## src/rtl/result_demux.sv

```systemverilog
// result_demux: registered 1-to-N router for ALU results.
// One-entry valid/ready holding register per lane; bad selects dropped and counted.
module result_demux #(
   parameter int WIDTH = 32,
   parameter int LANES = 5,
   parameter int SELW  = 4,
   parameter int CNTW  = 8
) (
   input  logic                   clk,
   input  logic                   reset,
   input  logic                   in_valid,
   output logic                   in_ready,
   input  logic [SELW-1:0]        in_sel,
   input  logic [WIDTH-1:0]       in_data,
   output logic [LANES-1:0]       out_valid,
   input  logic [LANES-1:0]       out_ready,
   output logic [LANES*WIDTH-1:0] out_data,
   output logic                   bad_sel,
   output logic [CNTW-1:0]        drop_count
);

   localparam logic [SELW:0]   LANES_W = (SELW+1)'(LANES);
   localparam logic [CNTW-1:0] CNT_MAX = {CNTW{1'b1}};

   logic             sel_ok;
   logic [LANES-1:0] hit;
   logic [LANES-1:0] lane_ready;
   logic [LANES-1:0] push;
   logic [LANES-1:0] pop;
   logic             drop;

   // Decode destination and derive per-lane push/pop and the input handshake.
   always_comb begin
      sel_ok = ({1'b0, in_sel} < LANES_W);
      hit = '0;
      lane_ready = '0;
      for (int k = 0; k < LANES; k++) begin
         hit[k] = (in_sel == SELW'(k));
         lane_ready[k] = !out_valid[k] || out_ready[k];
      end
      // Out-of-range words always drain so the drop path never stalls.
      in_ready = !sel_ok || |(hit & lane_ready);
      push = hit & lane_ready & {LANES{in_valid}};
      pop = out_valid & out_ready;
      drop = in_valid && !sel_ok;
   end

   // Lane holding registers; a push wins over a pop so streaming keeps valid high.
   always_ff @(posedge clk or posedge reset) begin
      if (reset) begin
         out_valid <= '0;
         out_data <= '0;
      end else begin
         for (int k = 0; k < LANES; k++) begin
            if (push[k]) begin
               out_valid[k] <= 1'b1;
               out_data[k*WIDTH +: WIDTH] <= in_data;
            end else if (pop[k]) begin
               out_valid[k] <= 1'b0;
            end
         end
      end
   end

   // Drop flag pulses the cycle after each dropped word; counter saturates.
   always_ff @(posedge clk or posedge reset) begin
      if (reset) begin
         bad_sel <= 1'b0;
         drop_count <= '0;
      end else begin
         bad_sel <= drop;
         if (drop && drop_count != CNT_MAX) begin
            drop_count <= drop_count + 1'b1;
         end
      end
   end

endmodule

```

## config.mk

```make
export PLATFORM = sky130hd
export DESIGN_NAME = result_demux
export DESIGN_NICKNAME = d
export VERILOG_FILES = /design/src/rtl/result_demux.sv
export SDC_FILE = /design/constraint.sdc
export NUM_CORES = 1
export LEC_CHECK = 0
export CORE_MARGIN = 2
export CORE_UTILIZATION = 45
export DETAILED_ROUTE_END_ITERATION = 10
export HOLD_SLACK_MARGIN = 0.03
export PLACE_DENSITY = 0.78
export SLEW_MARGIN = 20
export SYNTH_ARGS = -nofsm -noshare
export SYNTH_HDL_FRONTEND = slang
export SYNTH_SLANG_ARGS = --single-unit
```

## constraint.sdc

```tcl
create_clock -name clk -period 16.61 [get_ports clk]
set_input_delay 2.4915 -clock clk [delete_from_list [all_inputs] [get_ports clk]]
set_output_delay 2.4915 -clock clk [all_outputs]
set_load 0.01 [all_outputs]
```

==> results of run 1 <==
[per-stage QoR]
step	hold WS (ns)	instance area, um^2	setup slack, ns	total power [mW]	instances
6_report	0.504	9880	9.80	1.40	835
5_1_grt	0.514	9880	9.72	1.46	835
4_1_cts	0.508	9880	9.86	1.41	835
3_5_place_dp	0.492	9300	9.88	1.02	803
3_3_place_gp	0.488	9300	9.91	1.01	803
2_1_floorplan	0.526	6980	9.40	0.764	408
[placed cells by master (no fill, tap or decap), types with 3 or more instances in the layout]
cell,netlist,layout
mux2_4,87,87
nand3_1,4,4
clkbuf_16,0,17
dfrtp_1,174,174
buf_4,0,4
clkbuf_8,0,5
mux2_2,76,76
clkinvlp_4,0,3
nand2_1,9,9
and4b_1,3,3
nand2_2,4,4
nand2b_1,5,5
clkdlybuf4s50_1,0,218
nor2_1,6,6
[cells by family (layout without fill, tap and decap cells)]
logic type / Yosys count / count (layout) / synth area share, %
flip-flops: 174 / 174 / 62.4
multiplexers: 163 / 163 / 31.0
AND/OR/NAND/NOR: 38 / 38 / 2.96
buffers and inverters: 19 / 258 / 2.12
AO/OA/AOI/OAI: 10 / 10 / 0.951
XOR/XNOR: 3 / 3 / 0.377
adder cells (fa/ha/maj): 1 / 1 / 0.179
[worst paths after layout]
kind	depth (start not counted)	slack, ns	from	to
worst max-delay path	6	9.80	in_sel[3]	in_ready
worst min-delay path	1	0.50	out_data[13]	out_data[13]
worst max register to register	4	14.11	out_valid[0]	out_data[14]
worst min register to register	1	0.50	out_data[13]	out_data[13]
max in group asynchronous	3	12.73	reset	out_data[36]
min in group asynchronous	2	2.59	reset	out_data[7]
[worst max-delay path, cell delays in order]
cell	delay (ns)
clkdlybuf4s50_1	0.56
nor2_2	0.09
and4_1	0.24
nor4_1	0.34
nand2_1	0.10
clkdlybuf4s50_1	0.49
[flip-flops by register name, summed over array words and instances (netlist names)]
signal / cells
out_data: 160
out_valid: 5
drop_count: 8
bad_sel: 1
[power by group]
part / switching [mW] / total (mW) / internal [mW]
clock network: 0.162 / 0.388 / 0.227
registers: 0.0648 / 0.588 / 0.523
logic: 0.150 / 0.426 / 0.276
[metal layers]
metal	vias up	global-route usage (%)
li1	1896	-
met5	-	0
met4	0	6.84
met3	26	7.82
met1	2264	26.0
met2	180	32.4
[cell type report]
class                           count  area (um^2)  area share (%)
Clock inverter                      8         80.1           0.810
Multi-Input combinational cell    215         2470            25.0
Timing Repair Buffer              223         2220            22.5
Tap cell                          188          235            2.38
Clock buffer                       24          502            5.08
Sequential cell                   174         4350            44.1
Inverter                            3         16.3           0.165
==> run summary, run 1 <==
Most instantiated cells after synthesis: dfrtp_1 (174), mux2_4 (87), mux2_2 (76), buf_6 (9), nand2_1 (9)
Post-DP HPWL: 11300 um
Wire per inst: 20.0 um
Via/cell ratio: 5.23
Run status: finished clean
Synth top area share: 62.4%
Worst slew pin tran: 1.21 ns
Main flop type after synthesis: dfrtp_1
Root buf cell: clkbuf_16
WL final: 16700 um
Tcrit/Tclk final: 41.0%
Clk slew on worst S/H paths: 0.06 ns
Ratio of cells with drive above 1 in the final layout: 31.5%
Routed wire length on met3: 1390 um
Syn_area_per_cell: 17.1 um^2
Worst path required time: 14.12 ns
Clk sinks: 174
Num CTS Buffers: 17
Synth area leader: dfrtp_1
Min Clock Period, post-route: 6.81 ns
Power per cell area: 142 nW/um^2
Htree depth: 4
Cells after Synth: 408
Final number of max-transition violations: 0
Ant diodes: 0
Post-synth EDFFs: 0
Asr flop ratio synth: 100%
Die area: 16500 um^2
Wire length on met2: 7950 um
TritonCTS clock tree: built
Post-CTS Setup Bufs: 0
Highest routed layer: met4
GP Congestion: 0.822
Unrepaired setup endpoints after global routing: no
Layout area overhead: 41.7%
Register bit total from synthesis: 174
# resized after CTS: 0
Worst skew pair latency: 0.43 ns
GR Util All Layers: 20.4%
Worst Path Arrival: 4.31 ns
Leakage: 4.60 nW
Worst hold-check path type: reg2reg
Drt pass-1 iters: 4
Clk buf depth: 2
PortBufs: 218
Endpoints failing hold: 0
Initial DRC count: 187
Crit Path Class: in2out
I/O pin count: 219
Die height: 129 um
Filler instances: 1092
Final setup violation count: 0
Grt total ovfl: 0
Worst-path maximum fanout: 5
Setup TNS Final: 0 ns
Cell with the most instances after synthesis: dfrtp_1
Seq/Total Area, Yosys: 62.4%
# DRC: 0
Skew final: 0.00898 ns
Die X: 129 um
Routed vias: 4366
Fmax: 147 MHz
Max VDD drop: 0.0000728 V
Row count: 45
Post-synthesis cell type count: 28
Number of antenna violations at the first check in global routing: 0
Mapped Nets: 453
Final core occ: 65.0%
Startpoint Class: primary input
Hold_buf cts: 0
Global-route wire length before repair: 25600 um
Vias in the first global route: 4542
Largest net degree at the start of global routing: 92
Worst slew margin: 19.4%
Warnings, synthesis: 0
Mapped Area: 6980 um^2
Wl on met1: 7010 um
Ranking of synthesized cells by area: dfrtp_1 (62%), mux2_4 (19%), mux2_2 (12%)
Final-stage net count: 679
CORE AREA: 15200 um^2
CP endpoint kind: output pin
Antenna-violating nets left: 0
Max-Cap Viols: 0
Initial Util: 45.9%
Power figures use the tool's default switching activity.
==> run 2: changes to the inputs <==
clock period = 7.05 ns   (was 16.61 ns; I/O delays follow)
==> run 2 against run 1 <==
Combinational power is 130% higher. Highest routed layer unchanged. Hold slack improved by 0.00070 ns. Power is 140% higher. Sequential power increased by 140%. Clock power rose by 140%. Utilization rose by 0.14 points. Clock-buffer cell count down 2. First-iteration DRC count decreased by 18%. Flip-flop and latch count stayed put. Routed wire length shrank 1.3%. Global-route usage about the same. Die area is the same. Largest power group unchanged.
==> run summary, run 2 (synthesis gave the netlist of run 1 again) <==
Worst hold-check path type: reg2reg
Global-route wire length before repair: 25900 um (+0.92%)
WL final: 16400 um (-1.3%)
Num CTS Buffers: 17 (unchanged)
Unrepaired setup endpoints after global routing: no
Htree depth: 4 (unchanged)
Flop2flop setup slack: 4.99 ns (-9.12 ns)
Max reg flops: 160 (unchanged)
CORE AREA: 15200 um^2 (unchanged)
Initial Util: 45.9% (unchanged)
Final Non-Filler Cells: 836 (+0.12%)
Hold Path End: out_data[11]
Min Clock Period, post-route: 3.85 ns
Number of antenna violations at the first check in global routing: 0 (unchanged)
Worst reg2reg path endpoint: out_data[126]
Crit Path Class: in2out
Worst slew margin: 33.8% (+14 points)
Row count: 45 (unchanged)
Largest net degree at the start of global routing: 96 (+4.3%)
Via/cell ratio: 5.12 (-2.2%)
Root buf cell: clkbuf_16
Layout area overhead: 42.0%
Max incr delay on CP: 0.55 ns (about the same)
# resized after CTS: 0 (unchanged)
Tcrit/Tclk final: 54.6%
Commonest cells after routing, fill and taps aside: clkdlybuf4s50_1 (218), dfrtp_1 (174), mux2_4 (87)
Final-stage net count: 680 (+0.15%)
Placed insts: 803 (unchanged)
Ratio of cells with drive above 1 in the final layout: 31.6% (+0.11 points)
Worst Path Arrival: 2.79 ns (-1.52 ns)
Power per cell area: 335 nW/um^2 (+140%)
Vias in the first global route: 4714 (+3.8%)
Antenna-violating nets left: 0 (unchanged)
TritonCTS clock tree: built
Clk buf depth: 2 (unchanged)
Die height: 129 um (unchanged)
Largest registers: out_data x160, drop_count x8, out_valid x5
Routed vias: 4277 (-2.0%)
Int Power: 2.43 mW (+140%)
Die area: 16500 um^2 (unchanged)
Initial DRC count: 154 (-18%)
Endpoints failing hold: 0 (unchanged)
Max VDD drop: 0.000186 V (+160%)
Worst path required time: 5.99 ns (-8.13 ns)
Setup TNS Final: 0 ns (unchanged)
I/O pin count: 219 (unchanged)
Reg-to-reg critical path startpoint: out_valid[3]
CP endpoint kind: output pin
Drt pass-1 iters: 4 (unchanged)
Grt total ovfl: 0 (unchanged)
Sw power: 883 uW (+130%)
Post-CTS Setup Bufs: 0 (unchanged)
Post-DP HPWL: 11000 um (-2.6%)
Worst slew pin tran: 0.989 ns (-0.217 ns)
Hold Startpoint: out_data[11]
Skew final: 0.00917 ns (+0.000195 ns)
Worst path most repeated cell: clkdlybuf4s50_1
Max-Cap Viols: 0 (unchanged)
Final hold slack: 0.504 ns (+0.000696 ns)
Comb power frac: 30.2% (-0.2 points)
R2R cell count: 5 (+1)
Most common cell after layout, fill and taps aside: clkdlybuf4s50_1
Biggest register: out_data
Ant diodes: 0 (unchanged)
Hold path depth: 1 (unchanged)
# DRC: 0 (unchanged)
Hold_buf cts: 0 (unchanged)
Leakage: 4.60 nW (about the same)
Clk slew on worst S/H paths: 0.06 ns (about the same)
Final setup violation count: 0 (unchanged)
Total power: 3.31 mW (+140%)
Sw frac: 26.6% (-0.22 points)
Worst skew pair latency: 0.42 ns (about the same)
Sequential share of power: 41.8% (about the same)
Final number of max-transition violations: 0 (unchanged)
Die X: 129 um (unchanged)
CP max-delay cell: clkdlybuf4s50_1
GR Util All Layers: 20.5% (+0.047 points)
Crit path cell chain: clkdlybuf4s50_1 -> nor2_1 -> and4b_1 -> nor4_1 -> nand2_1 -> clkdlybuf4s50_1
Clock power share: 28.0% (+0.3 points)
Startpoint Class: primary input
Clk sinks: 174 (unchanged)
PortBufs: 218 (unchanged)
Worst-path maximum fanout: 5 (unchanged)
Fmax: 260 MHz
GP Congestion: 0.806 (-2.1%)
Wire per inst: 19.7 um (-1.4%)
Run status: finished clean
-- run 2: area by class of cell --
type	count	area, um^2
Multi-Input combinational cell	215	2470
Inverter	3	16.3
Fill cell	1118	5300
Tap cell	188	235
Sequential cell	174	4350
Clock inverter	10	113
Timing Repair Buffer	224	2240
Clock buffer	22	474
-- run 2: critical path, delay by kind of cell --
kind	cells	cell delay (ns)
simple gates	4	0.69
buf+inv	2	1.05
-- run 2: worst max-delay path by stage --
stage / start / end / slack [ns] / depth (start not counted)
2_1_floorplan: reset / bad_sel / 1.28 / 1
3_3_place_gp: in_sel[3] / in_ready / 3.24 / 6
3_5_place_dp: in_sel[0] / in_ready / 3.21 / 6
4_1_cts: in_sel[0] / in_ready / 3.22 / 6
5_1_grt: in_sel[0] / in_ready / 3.12 / 6
6_report: in_sel[0] / in_ready / 3.20 / 6
-- run 2: routing by layer --
layer	global-route usage, %	up-vias	routed length, um
met1	26.1	2182	7020
met5	0	-	0
met3	8.77	25	1390
met2	32.1	172	7740
met4	6.20	0	291
li1	-	1898	-
-- run 2: power groups by stage --
stage / sequential, mW / clock (mW) / combinational [mW]
after floorplan: 1.49 / 0 / 0.312
final: 1.39 / 0.927 / 1.00
after detailed placement: 1.40 / 0 / 1.00
after CTS: 1.39 / 0.949 / 1.01
after global placement: 1.38 / 0 / 0.988
after global routing: 1.41 / 0.992 / 1.06
-- run 2: metrics by stage --
stage	instance area, um^2	utilization (%)	setup slack (ns)
2_1_floorplan	6980	-	1.28
3_3_place_gp	9300	61.2	3.24
3_5_place_dp	9300	61.2	3.21
4_1_cts	9890	65.0	3.22
5_1_grt	9910	65.2	3.12
6_report	9910	65.2	3.20
